--- src/rtl/multicycle_alu.sv ---
// multicycle_alu: single-issue ALU with a bit-serial shifter; shifts take shamt+1 cycles, all else 1
module multicycle_alu #(
    parameter int XLEN = 32
) (
    input  logic            clk,
    input  logic            rst_n,
    input  logic            in_valid,
    output logic            in_ready,
    input  logic [3:0]      alu_control,
    input  logic [XLEN-1:0] src_a,
    input  logic [XLEN-1:0] src_b,
    output logic            out_valid,
    input  logic            out_ready,
    output logic [XLEN-1:0] result,
    output logic            zero,
    output logic            busy
);
    typedef enum logic [1:0] {IDLE, SHIFT, DONE} state_t;

    state_t          state_q, state_d;
    logic [3:0]      op_q, op_d;
    logic [XLEN-1:0] res_q, res_d;
    logic [4:0]      cnt_q, cnt_d;
    logic [XLEN-1:0] alu_res;
    logic [XLEN-1:0] step;
    logic [4:0]      shamt;
    logic            is_shift;

    assign shamt     = src_b[4:0];
    assign is_shift  = (alu_control == 4'd7) || (alu_control == 4'd8) || (alu_control == 4'd9);
    assign in_ready  = (state_q == IDLE);
    assign busy      = (state_q != IDLE);
    assign out_valid = (state_q == DONE);
    assign result    = res_q;
    assign zero      = (res_q == '0);

    // Single-cycle result; shift codes only land here with shamt 0, which leaves src_a unchanged
    always_comb begin
        alu_res = '0;
        case (alu_control)
            4'd0:    alu_res = src_a + src_b;
            4'd1:    alu_res = src_a - src_b;
            4'd2:    alu_res = src_a & src_b;
            4'd3:    alu_res = src_a | src_b;
            4'd4:    alu_res = {{(XLEN-1){1'b0}}, $signed(src_a) < $signed(src_b)};
            4'd5:    alu_res = src_a ^ src_b;
            4'd6:    alu_res = {{(XLEN-1){1'b0}}, src_a < src_b};
            4'd7,
            4'd8,
            4'd9:    alu_res = src_a;
            default: alu_res = '0;
        endcase
    end

    // One-bit shift of the working register in the direction set by the captured op
    always_comb begin
        step = (op_q == 4'd7) ? {res_q[XLEN-2:0], 1'b0} :
               (op_q == 4'd8) ? {1'b0, res_q[XLEN-1:1]} :
                                {res_q[XLEN-1], res_q[XLEN-1:1]};
    end

    // Next-state logic: capture on accept, iterate in SHIFT, hold in DONE until consumed
    always_comb begin
        state_d = state_q;
        op_d    = op_q;
        res_d   = res_q;
        cnt_d   = cnt_q;
        case (state_q)
            IDLE: if (in_valid) begin
                op_d = alu_control;
                if (is_shift && shamt != 5'd0) begin
                    state_d = SHIFT;
                    res_d   = src_a;
                    cnt_d   = shamt;
                end else begin
                    state_d = DONE;
                    res_d   = alu_res;
                    cnt_d   = 5'd0;
                end
            end
            SHIFT: begin
                res_d   = step;
                cnt_d   = cnt_q - 5'd1;
                state_d = (cnt_q == 5'd1) ? DONE : SHIFT;
            end
            DONE: state_d = out_ready ? IDLE : DONE;
            default: state_d = IDLE;
        endcase
    end

    // State registers; reset drops any in-flight operation immediately
    always_ff @(posedge clk or negedge rst_n) begin
        if (!rst_n) begin
            state_q <= IDLE;
            op_q    <= 4'd0;
            res_q   <= '0;
            cnt_q   <= 5'd0;
        end else begin
            state_q <= state_d;
            op_q    <= op_d;
            res_q   <= res_d;
            cnt_q   <= cnt_d;
        end
    end
endmodule
--- config.mk ---
export PLATFORM = sky130hd
export DESIGN_NAME = multicycle_alu
export DESIGN_NICKNAME = d
export VERILOG_FILES = /design/src/rtl/multicycle_alu.sv
export SDC_FILE = /design/constraint.sdc
export NUM_CORES = 1
export LEC_CHECK = 0
export CAP_MARGIN = 20
export CORE_ASPECT_RATIO = 1.5
export CORE_MARGIN = 2
export CORE_UTILIZATION = 55
export DETAILED_ROUTE_END_ITERATION = 10
export PLACE_DENSITY_LB_ADDON = 0.3
export SYNTH_ARGS = -nofsm -noshare
export SYNTH_HDL_FRONTEND = slang
export SYNTH_SLANG_ARGS = --single-unit
--- constraint.sdc ---
create_clock -name clk -period 4.59 [get_ports clk]
set_input_delay 0.6885 -clock clk [delete_from_list [all_inputs] [get_ports clk]]
set_output_delay 0.6885 -clock clk [all_outputs]
set_load 0.05 [all_outputs]
==> results.md, run 1 <==
- Fraction of the mapped netlist area in simple logic gates: between 20 and 25%
- Worst path arrival time: about 4.3 ns
- Die height: 151.1 um
- Synth top area share: approximately 18%
- PD cells: ~360 mW/mm^2
- VDD IR max: around 0.36 mV
- Skew final: around 0.007 ns
- Nature of the critical path endpoint: flop
- Most common library cell in the layout ignoring fill and taps: nand2_1
- Pwr Total: roughly 3.3 mW
- Row cnt: 53
- IO Pins: about 110
- Final period utilization: roughly 90%
- Initial DRC count: around 800
- Max-Cap Viols: 0
- Syn Area/Cell: around 7.0 um^2
- Leakage dissipation: between 4 and 5 nW
- Avg WL per Cell: approximately 22 um
- CTS buffer count: 5
- Initial antenna violation count: 0
- Post-DP HPWL: about 22000 um
- Clock-pin slew on the worst setup and hold paths: around 0.07 ns
- First-pass GRT wire length: approximately 47000 um
- Total Routing Usage GR: approximately 39%
- Vias in the first global route: 9083
- Setup bufs post-CTS: 0
- DRT Pass-1 Iters: 8
- TritonCTS clock tree: yes
- R2R depth: 7
- CP peak stage delay: around 0.58 ns
- Total number of vias: about 9500
- Cell family with most CP delay: compound AO/OA/AOI/OAI gates
- Asr flop ratio synth: between 90% and 100%
- GP Congestion: ~1.1
- Slew HR: between 20 and 30%
- Synthesis-stage register bit count: 43
- Hold Fails Final Rpt: 0
- Clock share of power: about an eighth
- CTS max path bufs: 2
- Overall die area: ~0.015 mm^2
- Worst-margin pin slew: 1.043 ns
- Synth Area in XOR/XNOR: under 10%
- Starting density of the core: ~56%
- Sw Pwr: 1.834 mW
- Critical path endpoint: result[29]$_DFFE_PN0P_
- WL final: between 30000 and 40000 um
- Synth Area in Adders: between 10% and 20%
- Vias per cell: a little under 7
- Synth area leaders: ha_1 18%, dfrtp_1 14%, a21oi_1 6.5%
- Syn_nets: around 1300
- Hold_buf cts: 0
- Fmax: ~240 MHz
- Switching Fraction: approximately 55%
- Layout Nets: between 1000 and 1500
- Share of power burned in registers: 25.0%
- ANT cells: 0
- Final setup fails: 0
- Crit Reg-Reg Startpoint: op_q[3]$_DFFE_PN0P_
- Buf/Inv on CP: 2
- Die width: slightly above 100 um
- Yosys warns: 0
- Most used DFF post-synth: dfrtp_1
- Post-CTS sizing: 0
- Post-Syn Area: a little under 0.008 mm^2
- CTS sink count: between 40 and 50
- CP Data Required Time: 4.78 ns
- Sequential area share after synthesis: 13.56%
- Area growth syn-to-layout: 17.02%
- Hold crit path type: input port to async pin
- Cell taking the most area after synthesis: ha_1
- Setup crit start: src_b[1]
- Layout cells sized above 1: ~5.3%
- CP max-delay cell: clkdlybuf4s50_1
- Status: completed
- Number of H-tree levels: 2
- Post-synthesis compound-gate area fraction: 33.17%
- Comb pwr share: a little over three fifths
- Commonest non-fill, non-tap cells in the layout: 135 x nand2_1, 115 x ha_1, 106 x clkdlybuf4s50_1
- CP max FO: 5
- Clk root buf: clkbuf_16
- R2r setup slk: between 1.5 and 2 ns
- Worst-path cell chain: clkdlybuf4s50_1 -> inv_1 -> ha_1 -> nor2_1 -> o311ai_1 -> a211oi_1 -> a211oi_1 -> o21ai_1 -> a221oi_1 -> mux2i_1 -> o21ai_1 -> o221a_1
- DRC Markers: 0
- WP depth: 12
- Unrepaired setup endpoints after global routing: false
- Cell variety after synth: 76
- Clock Latency Late Sink: about 0.31 ns
- Grt ovf: 0
- Largest family of logic cells by synthesized area: compound AO/OA/AOI/OAI gates
- Largest net degree at the start of global routing: between 40 and 50
- Port Buf Inserts: 107
- Int Pwr: between 1 and 1.5 mW
- Post-synth EDFFs: 0
- Startpoint types: input port
- R2r endpoint: result[31]$_DFFE_PN0P_
- WS Path Type: input port to flop
- ANT nets after route: 0
- Final Slew Violations: 0
- Minimum clock period: between 4 and 5 ns
- Setup_tns: 0 ns
- Mux contribution to synthesized area: 1.041%
- Core Area: 0.01406 mm^2
- Synth Instances: approximately 1100
## registers in the layout (all words and copies together) (netlist names)
signal	count
result	32
cnt_q	5
op_q	4
state_q	2
## worst register-to-register path: cells and delay by family (launching register included)
family             cells  cell delay (ns)
AOI/OAI and AO/OA      5             1.06
and+or+nand+nor        2             1.02
DFF                    1             0.40
## cells in the mapped netlist (all sizes together) (5+ instances only)
library cell,number
nor2,83
nand3,36
o21a,7
clkbuf,64
nand2,135
a22oi,12
xnor2,19
or3,8
inv,102
a31oi,20
a211oi,15
mux2i,6
a21o,12
nor2b,19
o21bai,9
o211ai,24
a22o,5
nor3,27
ha,115
nor4,15
o22ai,5
dfrtp,43
a221oi,26
o2111ai,7
a311oi,8
o31ai,14
a211o,5
a21oi,103
o21ai,75
a221o,5
nand2b,10
and3,9
nand4,13
buf,14
or2,5
## power by group through the flow
stage	Combinational [mW]	Sequential (mW)	Clock, mW
floorplan	0.940	1.14	0
global placement	2.02	0.816	0
detailed placement	2.04	0.815	0
CTS	2.04	0.811	0.395
global route	2.22	0.835	0.415
finish	2.08	0.830	0.398
## metrics by stage
step                      instances  util (%)  hold WS, ns  worst slack, ns  area, um^2
after global routing           1393     66.04       0.5483           0.2269        9284
after global placement         1385     64.98       0.4906           0.2586        9135
after detailed placement       1385     64.98       0.5066           0.2825        9135
after CTS                      1393     66.04       0.5228           0.5526        9284
final                          1393     66.04       0.4971           0.4543        9284
after floorplan                1139         -       0.3929            1.352        7934
## cell type report
| cell class | count | area [um^2] |
|---|---|---|
| clock buffers | 5 | 125.1 |
| clock inverters | 3 | 23.77 |
| multi-input cells | 916 | 6182 |
| well taps | 192 | 240.2 |
| inverters | 102 | 382.9 |
| repair buffers | 132 | 1254 |
| flip-flops and latches | 43 | 1076 |
| fillers | 1301 | 4775 |
## worst min-delay path by stage
stage | from | endpoint | slack, ns | cells after the start
floorplan | rst_n | cnt_q[0]$_DFFE_PN0P_ | 0.39 | 0
global placement | op_q[3]$_DFFE_PN0P_ | op_q[3]$_DFFE_PN0P_ | 0.49 | 2
detailed placement | op_q[3]$_DFFE_PN0P_ | op_q[3]$_DFFE_PN0P_ | 0.51 | 2
CTS | rst_n | result[14]$_DFFE_PN0P_ | 0.52 | 2
global route | rst_n | result[3]$_DFFE_PN0P_ | 0.55 | 2
finish | rst_n | result[3]$_DFFE_PN0P_ | 0.50 | 2
## routing by layer
layer | share of wire, % | vias to the layer above | track usage [%] | wire, um
met3 | 9.1 | 204 | 7.107 | 2780
met5 | 0 | - | 0 | 0
li1 | - | 4267 | - | -
met1 | 35 | 4388 | 43.71 | 10800
met2 | 47 | 594 | 66.78 | 14170
met4 | 8.9 | 0 | 26.80 | 2698
## cells by family (layout without fill, tap and decap cells)
logic type / count (synthesis) / in the layout
flip-flops: 43 / 43
AO/OA/AOI/OAI: 391 / 391
multiplexers: 8 / 8
adder cells (fa/ha/maj): 117 / 117
buffers and inverters: 180 / 242
AND/OR/NAND/NOR: 378 / 378
XOR/XNOR: 22 / 22
Power figures use the tool's default switching activity.
==> inputs of run 2 (changes only) <==
--- a/config.mk
+++ b/config.mk
@@ -10,7 +10,10 @@
 export CORE_MARGIN = 2
 export CORE_UTILIZATION = 55
 export DETAILED_ROUTE_END_ITERATION = 10
+export DONT_BUFFER_PORTS = 1
 export PLACE_DENSITY_LB_ADDON = 0.3
+export RECOVER_POWER = 25
+export SKIP_CTS_REPAIR_TIMING = 1
 export SYNTH_ARGS = -nofsm -noshare
 export SYNTH_HDL_FRONTEND = slang
 export SYNTH_SLANG_ARGS = --single-unit
==> results.md, run 2 (same netlist as run 1, synthesis figures left out) <==
- Status: completed (unchanged)
- CP max-delay cell: o311ai_1 (was clkdlybuf4s50_1)
- WS Path Type: input port to flop (unchanged)
- First-pass GRT wire length: 46370 um (was 46970 um)
- CTS buffer count: 5 (unchanged)
- Max FFs per register: 32 (unchanged)
- Clock Latency Late Sink: 0.30 ns (was 0.31 ns)
- WL final: 29790 um (was 30450 um)
- Startpoint types: input port (unchanged)
- Area growth syn-to-layout: 2.713% (was 17.02%)
- Hold Fails Final Rpt: 0 (unchanged)
- Leakage dissipation: 3.571 nW (was 4.026 nW)
- IO Pins: 108 (unchanged)
- Worst-margin pin slew: 1.020 ns (was 1.043 ns)
- Clk root buf: clkbuf_16 (unchanged)
- Commonest non-fill, non-tap cells in the layout: 135 x nand2_1, 115 x ha_1, 103 x a21oi_1 (was 135 x nand2_1, 115 x ha_1, 106 x clkdlybuf4s50_1)
- Layout Nets: 1273 (was 1389)
- Avg WL per Cell: 23.33 um (was 21.86 um)
- Port Buf Inserts: 0 (was 107)
- R2r endpoint: result[15]$_DFFE_PN0P_ (was result[31]$_DFFE_PN0P_)
- Worst path arrival time: 3.66 ns (was 4.33 ns)
- Buf/Inv on CP: 1 (was 2)
- Number of H-tree levels: 2 (unchanged)
- Total number of vias: 8992 (was 9453)
- Dpl ws: 0.9386 ns (was 0.2825 ns)
- GP Congestion: 0.9928 (was 1.057)
- Total Routing Usage GR: 38.57% (was 39.24%)
- Worst Slack Setup Final: 1.122 ns (was 0.4543 ns)
- Initial antenna violation count: 0 (unchanged)
- Core Area: 0.01406 mm^2 (unchanged)
- CP max FO: 4 (was 5)
- CTS sink count: 43 (unchanged)
- Crit Reg-Reg Startpoint: state_q[0]$_DFFE_PN0P_ (was op_q[3]$_DFFE_PN0P_)
- Slew HR: 31.64% (was 29.84%)
- Row cnt: 53 (unchanged)
- Worst-path cell chain: inv_1 -> ha_1 -> nor2_1 -> o311ai_1 -> a211oi_1 -> a211oi_1 -> o21ai_1 -> a221oi_1 -> mux2i_1 -> o21ai_1 -> o221a_1 (was clkdlybuf4s50_1 -> inv_1 -> ha_1 -> nor2_1 -> o311ai_1 -> a211oi_1 -> a211oi_1 -> o21ai_1 -> a221oi_1 -> mux2i_1 -> o21ai_1 -> o221a_1)
- ANT nets after route: 0 (unchanged)
- Die height: 151.1 um (unchanged)
- DRC Markers: 0 (unchanged)
- Minimum clock period: 3.468 ns (was 4.136 ns)
- Starting density of the core: 56.43% (unchanged)
- Pwr Total: 2.938 mW (was 3.313 mW)
- Cell family with most CP delay: compound AO/OA/AOI/OAI gates (unchanged)
- Die width: 102.1 um (unchanged)
- TritonCTS clock tree: yes (unchanged)
- PD cells: 360.5 mW/mm^2 (was 356.8 mW/mm^2)
- Post-DP HPWL: 22240 um (was 22400 um)
- Hold crit path type: input port to async pin (unchanged)
- DRT Pass-1 Iters: 6 (was 8)
- Most common library cell in the layout ignoring fill and taps: nand2_1 (unchanged)
- Largest net degree at the start of global routing: 44 (unchanged)
- R2r setup slk: 1.82 ns (was 1.97 ns)
- VDD IR max: 0.2221 mV (was 0.3578 mV)
- Fmax: 288.3 MHz (was 241.8 MHz)
- Clock-pin slew on the worst setup and hold paths: 0.08 ns (was 0.07 ns)
- R2R depth: 7 (unchanged)
- Nature of the critical path endpoint: flop (unchanged)
- CP Data Required Time: 4.78 ns (about the same)
- Layout cells sized above 1: 4.885% (was 5.329%)
- CTS max path bufs: 2 (unchanged)
- CP peak stage delay: 0.56 ns (was 0.58 ns)
- Overall die area: 0.01542 mm^2 (unchanged)
- Final period utilization: 75.56% (was 90.10%)
- Max-Cap Viols: 0 (unchanged)
- Initial DRC count: 870 (was 818)
- Grt ovf: 0 (unchanged)
- Unrepaired setup endpoints after global routing: false (unchanged)
- Setup_tns: 0 ns (unchanged)
- Final setup fails: 0 (unchanged)
- Skew final: 0.005777 ns (was 0.006992 ns)
- Vias in the first global route: 8699 (was 9083)
- Final Slew Violations: 0 (unchanged)
- Vias per cell: 7.042 (was 6.786)
- ANT cells: 0 (unchanged)
## run 2: per-layer routing
metal	global-route usage, %	routed length, um	vias up
met5	0	0	-
met4	22.87	2145	0
met3	8.537	3150	166
met2	64.84	14060	636
met1	44.20	10430	4180
li1	-	-	4010
## run 2: where the power goes
group          internal [mW]  switching (mW)  total, mW
logic                  0.467           0.789       1.26
registers              0.525           0.762       1.29
clock network          0.205           0.190      0.395
## run 2: stage by stage
step | area [um^2] | std cells | hold slack [ns] | utilization, %
after CTS | 8149 | 1277 | 0.07282 | 57.97
after floorplan | 7934 | 1139 | 0.3929 | -
after detailed placement | 8000 | 1269 | 0.3942 | 56.91
after global routing | 8149 | 1277 | 0.06884 | 57.97
final | 8149 | 1277 | 0.07335 | 57.97
after global placement | 8000 | 1269 | 0.3941 | 56.91
## run 2: worst max path at each step
stage | start | to | slack, ns | cells after the start
6_report | src_a[1] | result[29]$_DFFE_PN0P_ | 1.12 | 11
5_1_grt | src_a[1] | result[29]$_DFFE_PN0P_ | 1.01 | 11
4_1_cts | src_a[1] | result[29]$_DFFE_PN0P_ | 1.21 | 11
3_5_place_dp | src_a[1] | result[29]$_DFFE_PN0P_ | 0.94 | 11
3_3_place_gp | src_a[1] | result[29]$_DFFE_PN0P_ | 0.90 | 11
2_1_floorplan | src_a[10] | result[27]$_DFFE_PN0P_ | 1.35 | 12
## run 2: final cells by class
type / instances / area, um^2
inverters: 102 / 382.9
fillers: 1433 / 5909
clock buffers: 5 / 125.1
well taps: 192 / 240.2
flip-flops and latches: 43 / 1076
repair buffers: 16 / 120.1
multi-input cells: 916 / 6181
clock inverters: 3 / 23.77
